`config.mk`:
```
export PLATFORM = sky130hd
export DESIGN_NAME = mips_multicycle_control_flat
export DESIGN_NICKNAME = d
export VERILOG_FILES = /design/src/rtl/mips_multicycle_control_pkg.sv /design/src/rtl/mips_multicycle_control_if.sv /design/src/rtl/mips_multicycle_control_alu_funct_decoder.sv /design/src/rtl/mips_multicycle_control.sv /design/src/flat_wrapper.sv
export SDC_FILE = /design/constraint.sdc
export NUM_CORES = 1
export LEC_CHECK = 0
export CAP_MARGIN = 20
export CORE_AREA = 3 3 69 45
export DETAILED_ROUTE_END_ITERATION = 8
export DIE_AREA = 0 0 72 48
export PLACE_DENSITY_LB_ADDON = 0.05
export SLEW_MARGIN = 25
export SYNTH_ARGS = -nofsm -noshare
export SYNTH_HDL_FRONTEND = slang
export SYNTH_SLANG_ARGS = --single-unit
```
`constraint.sdc`:
```
create_clock -name clk -period 2.2 [get_ports clk]
set_input_delay 0.66 -clock clk [delete_from_list [all_inputs] [get_ports clk]]
set_output_delay 0.66 -clock clk [all_outputs]
set_load 0.01 [all_outputs]
```
`src/rtl/mips_multicycle_control_pkg.sv`:
```
// Shared encodings for the multi-cycle MIPS control path: opcodes, funct codes,
// ALU operation codes, mux selects, FSM states and the per-state output table.
package mips_multicycle_control_pkg;

    localparam logic [5:0] OP_RTYPE = 6'b000000;
    localparam logic [5:0] OP_LW    = 6'b100011;
    localparam logic [5:0] OP_SW    = 6'b101011;
    localparam logic [5:0] OP_BEQ   = 6'b000100;
    localparam logic [5:0] OP_J     = 6'b000010;
    localparam logic [5:0] OP_ADDI  = 6'b001000;

    localparam logic [5:0] FN_ADD = 6'b100000;
    localparam logic [5:0] FN_SUB = 6'b100010;
    localparam logic [5:0] FN_AND = 6'b100100;
    localparam logic [5:0] FN_OR  = 6'b100101;
    localparam logic [5:0] FN_SLT = 6'b101010;

    localparam logic [3:0] ALU_ADD = 4'b0010;
    localparam logic [3:0] ALU_SUB = 4'b0110;
    localparam logic [3:0] ALU_AND = 4'b0000;
    localparam logic [3:0] ALU_OR  = 4'b0001;
    localparam logic [3:0] ALU_SLT = 4'b0111;
    localparam logic [3:0] ALU_BEQ = 4'b1000;

    localparam logic [1:0] SRCB_REG    = 2'b00;
    localparam logic [1:0] SRCB_FOUR   = 2'b01;
    localparam logic [1:0] SRCB_IMM    = 2'b10;
    localparam logic [1:0] SRCB_IMM_SH = 2'b11;

    localparam logic [1:0] PCSRC_ALU    = 2'b00;
    localparam logic [1:0] PCSRC_ALUOUT = 2'b01;
    localparam logic [1:0] PCSRC_JUMP   = 2'b10;

    typedef enum logic [3:0] {
        S_IDLE, S_FETCH, S_DECODE, S_MEM_ADDR, S_MEM_READ, S_MEM_WB, S_MEM_WRITE,
        S_EXEC_R, S_R_WB, S_ADDI_WB, S_BRANCH, S_JUMP, S_ILLEGAL
    } state_t;

    // fetch/branch/jump flag the states whose PCWrite/IRWrite are gated by live inputs
    typedef struct packed {
        logic [3:0] alu_control;
        logic       iord;
        logic       mem_read;
        logic       mem_write;
        logic       reg_dst;
        logic       mem_to_reg;
        logic       reg_write;
        logic       alu_src_a;
        logic [1:0] alu_src_b;
        logic [1:0] pc_source;
        logic       illegal;
        logic       fetch;
        logic       branch;
        logic       jump;
    } ctrl_t;

    function automatic ctrl_t ctrl_for(state_t s, logic [3:0] r_alu);
        ctrl_t c;
        c = '0;
        c.alu_control = ALU_ADD;
        case (s)
            S_IDLE:      c = '0;
            S_FETCH:     begin c.mem_read = 1'b1; c.alu_src_b = SRCB_FOUR; c.pc_source = PCSRC_ALU; c.fetch = 1'b1; end
            S_DECODE:    c.alu_src_b = SRCB_IMM_SH;
            S_MEM_ADDR:  begin c.alu_src_a = 1'b1; c.alu_src_b = SRCB_IMM; end
            S_MEM_READ:  begin c.iord = 1'b1; c.mem_read = 1'b1; end
            S_MEM_WB:    begin c.mem_to_reg = 1'b1; c.reg_write = 1'b1; end
            S_MEM_WRITE: begin c.iord = 1'b1; c.mem_write = 1'b1; end
            S_EXEC_R:    begin c.alu_src_a = 1'b1; c.alu_src_b = SRCB_REG; c.alu_control = r_alu; end
            S_R_WB:      begin c.reg_dst = 1'b1; c.reg_write = 1'b1; c.alu_control = r_alu; end
            S_ADDI_WB:   c.reg_write = 1'b1;
            S_BRANCH:    begin c.alu_src_a = 1'b1; c.alu_control = ALU_SUB; c.pc_source = PCSRC_ALUOUT; c.branch = 1'b1; end
            S_JUMP:      begin c.pc_source = PCSRC_JUMP; c.jump = 1'b1; end
            S_ILLEGAL:   c.illegal = 1'b1;
            default:     c = '0;
        endcase
        return c;
    endfunction

endpackage

```
`src/rtl/mips_multicycle_control_if.sv`:
```
// Control-unit to datapath bundle: IR fields and status in, enables and selects out.
interface mips_multicycle_control_if;
    logic [5:0] Opcode;
    logic [5:0] Funct;
    logic       ZF;
    logic       MemReady;
    logic [3:0] ALU_Control;
    logic       PCWrite;
    logic       IorD;
    logic       MemRead;
    logic       MemWrite;
    logic       IRWrite;
    logic       RegDst;
    logic       MemtoReg;
    logic       RegWrite;
    logic       ALUSrcA;
    logic [1:0] ALUSrcB;
    logic [1:0] PCSource;
    logic       Illegal;

    modport master (
        input  Opcode, Funct, ZF, MemReady,
        output ALU_Control, PCWrite, IorD, MemRead, MemWrite, IRWrite, RegDst,
               MemtoReg, RegWrite, ALUSrcA, ALUSrcB, PCSource, Illegal
    );

    modport slave (
        output Opcode, Funct, ZF, MemReady,
        input  ALU_Control, PCWrite, IorD, MemRead, MemWrite, IRWrite, RegDst,
               MemtoReg, RegWrite, ALUSrcA, ALUSrcB, PCSource, Illegal
    );
endinterface

```
`src/rtl/mips_multicycle_control_alu_funct_decoder.sv`:
```
// R-type funct field to ALU operation code; valid is low for unsupported functs.
module alu_funct_decoder
    import mips_multicycle_control_pkg::*;
(
    input  logic [5:0] funct,
    output logic [3:0] alu_control,
    output logic       valid
);
    always_comb begin
        alu_control = ALU_ADD;
        valid       = 1'b1;
        case (funct)
            FN_ADD:  alu_control = ALU_ADD;
            FN_SUB:  alu_control = ALU_SUB;
            FN_AND:  alu_control = ALU_AND;
            FN_OR:   alu_control = ALU_OR;
            FN_SLT:  alu_control = ALU_SLT;
            default: valid = 1'b0;
        endcase
    end
endmodule

```
`src/rtl/mips_multicycle_control.sv`:
```
// Moore FSM sequencing fetch/decode/execute/memory/write-back for the MIPS datapath.
module mips_multicycle_control
    import mips_multicycle_control_pkg::*;
(
    input  logic                       clk,
    input  logic                       reset,
    mips_multicycle_control_if.master bus
);
    state_t     state;
    state_t     state_next;
    ctrl_t      ctrl;
    logic       armed;
    logic [3:0] r_alu;
    logic       r_valid;

    alu_funct_decoder u_funct_dec (
        .funct       (bus.Funct),
        .alu_control (r_alu),
        .valid       (r_valid)
    );

    always_comb begin
        state_next = state;
        case (state)
            S_IDLE:      state_next = armed ? S_FETCH : S_IDLE;
            S_FETCH:     state_next = bus.MemReady ? S_DECODE : S_FETCH;
            S_DECODE: begin
                case (bus.Opcode)
                    OP_RTYPE:             state_next = S_EXEC_R;
                    OP_LW, OP_SW, OP_ADDI: state_next = S_MEM_ADDR;
                    OP_BEQ:               state_next = S_BRANCH;
                    OP_J:                 state_next = S_JUMP;
                    default:              state_next = S_ILLEGAL;
                endcase
            end
            S_MEM_ADDR: begin
                case (bus.Opcode)
                    OP_LW:   state_next = S_MEM_READ;
                    OP_SW:   state_next = S_MEM_WRITE;
                    default: state_next = S_ADDI_WB;
                endcase
            end
            S_MEM_READ:  state_next = bus.MemReady ? S_MEM_WB : S_MEM_READ;
            S_MEM_WRITE: state_next = bus.MemReady ? S_FETCH : S_MEM_WRITE;
            S_EXEC_R:    state_next = r_valid ? S_R_WB : S_ILLEGAL;
            S_MEM_WB, S_R_WB, S_ADDI_WB, S_BRANCH, S_JUMP, S_ILLEGAL: state_next = S_FETCH;
            default:     state_next = S_IDLE;
        endcase
    end

    // Outputs are registered from the next state, so they track the state register
    // exactly; armed holds IDLE for one extra cycle after reset release.
    always_ff @(posedge clk or posedge reset) begin
        if (reset) begin
            state <= S_IDLE;
            ctrl  <= '0;
            armed <= 1'b0;
        end else begin
            armed <= 1'b1;
            state <= state_next;
            ctrl  <= ctrl_for(state_next, r_alu);
        end
    end

    assign bus.ALU_Control = ctrl.alu_control;
    assign bus.IorD        = ctrl.iord;
    assign bus.MemRead     = ctrl.mem_read;
    assign bus.MemWrite    = ctrl.mem_write;
    assign bus.RegDst      = ctrl.reg_dst;
    assign bus.MemtoReg    = ctrl.mem_to_reg;
    assign bus.RegWrite    = ctrl.reg_write;
    assign bus.ALUSrcA     = ctrl.alu_src_a;
    assign bus.ALUSrcB     = ctrl.alu_src_b;
    assign bus.PCSource    = ctrl.pc_source;
    assign bus.Illegal     = ctrl.illegal;
    assign bus.IRWrite     = ctrl.fetch & bus.MemReady;
    assign bus.PCWrite     = (ctrl.fetch & bus.MemReady) | (ctrl.branch & bus.ZF) | ctrl.jump;
endmodule
```
`src/flat_wrapper.sv`:
```
// flat-port wrapper written by rule: the top's interface ports become plain ports
module mips_multicycle_control_flat import mips_multicycle_control_pkg::*;
  (clk, reset, bus_Opcode, bus_Funct, bus_ZF, bus_MemReady, bus_ALU_Control, bus_PCWrite, bus_IorD, bus_MemRead, bus_MemWrite, bus_IRWrite, bus_RegDst, bus_MemtoReg, bus_RegWrite, bus_ALUSrcA, bus_ALUSrcB, bus_PCSource, bus_Illegal);
  mips_multicycle_control_if bus_i ();
  input  logic clk;
  input  logic reset;
  input wire logic [$bits(bus_i.Opcode)-1:0] bus_Opcode;
  input wire logic [$bits(bus_i.Funct)-1:0] bus_Funct;
  input wire logic [$bits(bus_i.ZF)-1:0] bus_ZF;
  input wire logic [$bits(bus_i.MemReady)-1:0] bus_MemReady;
  output wire logic [$bits(bus_i.ALU_Control)-1:0] bus_ALU_Control;
  output wire logic [$bits(bus_i.PCWrite)-1:0] bus_PCWrite;
  output wire logic [$bits(bus_i.IorD)-1:0] bus_IorD;
  output wire logic [$bits(bus_i.MemRead)-1:0] bus_MemRead;
  output wire logic [$bits(bus_i.MemWrite)-1:0] bus_MemWrite;
  output wire logic [$bits(bus_i.IRWrite)-1:0] bus_IRWrite;
  output wire logic [$bits(bus_i.RegDst)-1:0] bus_RegDst;
  output wire logic [$bits(bus_i.MemtoReg)-1:0] bus_MemtoReg;
  output wire logic [$bits(bus_i.RegWrite)-1:0] bus_RegWrite;
  output wire logic [$bits(bus_i.ALUSrcA)-1:0] bus_ALUSrcA;
  output wire logic [$bits(bus_i.ALUSrcB)-1:0] bus_ALUSrcB;
  output wire logic [$bits(bus_i.PCSource)-1:0] bus_PCSource;
  output wire logic [$bits(bus_i.Illegal)-1:0] bus_Illegal;
  assign bus_i.Opcode = bus_Opcode;
  assign bus_i.Funct = bus_Funct;
  assign bus_i.ZF = bus_ZF;
  assign bus_i.MemReady = bus_MemReady;
  assign bus_ALU_Control = bus_i.ALU_Control;
  assign bus_PCWrite = bus_i.PCWrite;
  assign bus_IorD = bus_i.IorD;
  assign bus_MemRead = bus_i.MemRead;
  assign bus_MemWrite = bus_i.MemWrite;
  assign bus_IRWrite = bus_i.IRWrite;
  assign bus_RegDst = bus_i.RegDst;
  assign bus_MemtoReg = bus_i.MemtoReg;
  assign bus_RegWrite = bus_i.RegWrite;
  assign bus_ALUSrcA = bus_i.ALUSrcA;
  assign bus_ALUSrcB = bus_i.ALUSrcB;
  assign bus_PCSource = bus_i.PCSource;
  assign bus_Illegal = bus_i.Illegal;
  mips_multicycle_control u_core (.clk(clk), .reset(reset), .bus(bus_i));
endmodule
```
==> qor.yml <==
critical_path:
  crit_path_top_delay_cell: "clkdlybuf4s50_1"
  crit_type: "in -> reg"
  required_ns: 2.35
  critPathBufInv: 3
  r2r_slack_ns: 0.08
  worstPathCellList: "clkdlybuf4s50_1 -> buf_4 -> nor2b_4 -> o31ai_4 -> a311o_1 -> and2_4 -> inv_2 -> nor3_2 -> or2_2"
  critPathMaxStageDelay_ns: 0.42
  cp-start-kind: "input port"
  cpLargestDelayFamily: "buffers and inverters"
  path_max_fanout: 5
  arrival_ns: 2.28
  end_kind: "flip-flop"
clocking:
  clockBufferDepth: 2
  cts_htree_levels: 1
  clk_pin_slew_ns: 0.08
  cts_tree: "yes"
  cts_sinks: 22
  clockRootBuffer: "clkbuf_8"
  clock_latency_ns: 0.26
  cts_buffers: 3
  cts-hold-fix-buffers: 0
die:
  core_sq_um: 2500
  rows: 14
  dieHeight_um: 48
  pin_count: 34
  dieWidth_um: 72
  initial_utilization: 0.459
  die_area_sq_um: 3460
drt:
  firstDrtPassIters: 4
  viasPerCell: 5.41
  num_vias: 1098
  drtIter0Drc: 61
  postRouteAntennaNets: 0
  wl_per_cell_um: 14.7
  drc: 0
  detail_route.wirelength_mm: 2.99
pwr:
  p_seq_frac: 0.314
  switchingPower_mw: 0.674
  p_int_mw: 1.28
  power.clock.fraction: 0.189
  p_comb_frac: 0.497
  switching_share: 0.344
  power.density_nw_per_um2: 1110
  leakage_nw: 0.792
  peakVddDrop_mv: 0.596
yosys:
  syn_nets: 133
  ys.flop_type: "dfrtp_1"
  yosysSeqAreaShare: 0.479
  async_reset_ff_frac: 1.00
  synth_top_area_frac: 0.479
  synth.distinct_cells: 44
  synthTopCellsByArea: "dfrtp_1 48%, buf_4 5.9%, nand2_1 3.3%"
  netlist_area_sq_um: 1150
  avgSynthCellArea_sq_um: 9.82
  synthTopCellsByCount: "22 x dfrtp_1, 10 x nand2_1, 9 x buf_4, 8 x nor2_1"
  synth_largest_area_cell: "dfrtp_1"
  ys_ff_latch: 22
  synth_edf_count: 0
  yosys_warnings: 0
  syn_inst: 117
  synth_most_common_cell: "dfrtp_1"
placed_design:
  post-place-ws_ns: -0.627
  hpwl_mm: 2.27
  gp_congestion: 0.834
  place_inst: 196
  io_buffer_count: 32
min_path:
  hp-class: "in -> async"
global_route:
  grt_pass1_wl_mm: 4.90
  grt_pass1_vias: 1017
  grt_start_max_net_pins: 23
  grt_usage: 0.188
  antenna_found_initial: 0
  grt-ovfl-total: 0
finish:
  num-fill-cells: 179
  nets: 188
  antenna_cells: 0
  drive_gt1_frac: 0.363
  layoutNonFillerInstCount: 203
  area_growth_pct: 53.1
sta:
  post-route-min-period_ns: 2.13
  fmax_mhz: 470
  slew_viol_final: 0
  hold_violations: 0
  worst_slack_ns: 0.0730
  finalCritPeriodShare: 0.967
  skew_ns: 0.00862
  setup_violations: 0
status:
  status: "completed"
run:
  drv_cap: 0
[metal layers]
metal	wire, um	global-route usage	vias up
li1	-	-	519
met1	1320	0.254	527
met3	241	0.0440	0
met2	1420	0.325	52
met4	0	0.0187	0
met5	0	0	-
[registers in the layout, summed over array words and instances, names as in the netlist]
register,cells
u_core.bus.ALU_Control,3
u_core.bus.RegDst,1
u_core.state,4
u_core.bus.RegWrite,1
u_core.bus.MemRead,1
u_core.bus.MemtoReg,1
u_core.ctrl,3
u_core.bus.MemWrite,1
u_core.bus.Illegal,1
u_core.bus.ALUSrcA,1
u_core.bus.IorD,1
u_core.armed,1
u_core.bus.PCSource,1
u_core.bus.ALUSrcB,2
[path summary, 6_finish.rpt]
check,startpoint,to,depth (start not counted)
min in group clk,u_core.state[1]$_DFF_PP0_,u_core.bus.MemtoReg$_DFF_PP0_,3
max,bus_Funct[2],u_core.bus.ALUSrcB[0]$_DFF_PP0_,9
min,reset,u_core.bus.Illegal$_DFF_PP0_,3
max in group asynchronous,reset,u_core.state[0]$_DFF_PP0_,3
max reg2reg,u_core.state[2]$_DFF_PP0_,u_core.bus.ALU_Control[1]$_DFF_PP0_,7
min reg2reg,u_core.state[1]$_DFF_PP0_,u_core.bus.MemtoReg$_DFF_PP0_,3
[layout make-up]
cell class	instances	area [sq um]	share of cell area
Clock inverter	1	30.0	0.0171
Sequential cell	22	554	0.315
Multi-Input combinational cell	79	577	0.328
Tap cell	32	40.0	0.0228
Clock buffer	3	41.3	0.0235
Timing Repair Buffer	60	493	0.280
Inverter	6	22.5	0.0128
[cells by family after synthesis]
group           count (synthesis)  share of synthesized area
other cells                     2                    0.00654
buf+inv                        16                     0.0817
mux                             1                    0.00980
flops                          22                      0.479
compound gates                 25                      0.162
simple gates                   51                      0.260
[power groups by stage]
| stage | combinational, mW | sequential [mW] | clock, mW |
|---|---|---|---|
| 2_1_floorplan | 0.526 | 0.566 | 0 |
| 3_3_place_gp | 0.842 | 0.596 | 0 |
| 3_5_place_dp | 0.863 | 0.602 | 0 |
| 4_1_cts | 0.943 | 0.604 | 0.376 |
| 5_1_grt | 1.06 | 0.631 | 0.394 |
| 6_report | 0.973 | 0.615 | 0.371 |
[worst min-delay path, cell delays in order]
cell	delay, ns
clkdlybuf4s50_1	0.40
inv_1	0.05
buf_4	0.27
[repair_timing]
action / in CTS / in global routing
setup buffers: 2 / 1
resized for setup: 43 / 7
endpoints found under the setup margin: 13 / 5
pin swaps: 11 / 7
[placed cells by master, fill, tap and decap left out, drive strengths merged, types with 3 or more instances in the layout]
cell type and count:
buf 34, clkdlybuf4s50 22, dfrtp 22, nand2 10
nor2 8, nand2b 6, inv 6, a21oi 5
clkbuf 4, o21ai 4, nor2b 4, a211oi 3
and3 3
[through the flow]
stage / power (mW) / area [sq um] / setup TNS (ns) / hold slack (ns) / util
2_1_floorplan: 1.09 / 1150 / -0.0697 / 0.531 / -
3_3_place_gp: 1.44 / 1630 / -5.98 / 0.708 / 0.649
6_report: 1.96 / 1760 / 0 / 0.731 / 0.702
3_5_place_dp: 1.47 / 1630 / -6.70 / 0.724 / 0.649
5_1_grt: 2.09 / 1760 / -0.00964 / 0.756 / 0.702
4_1_cts: 1.92 / 1740 / 0 / 0.727 / 0.696
(Power assumes the default switching activity.)
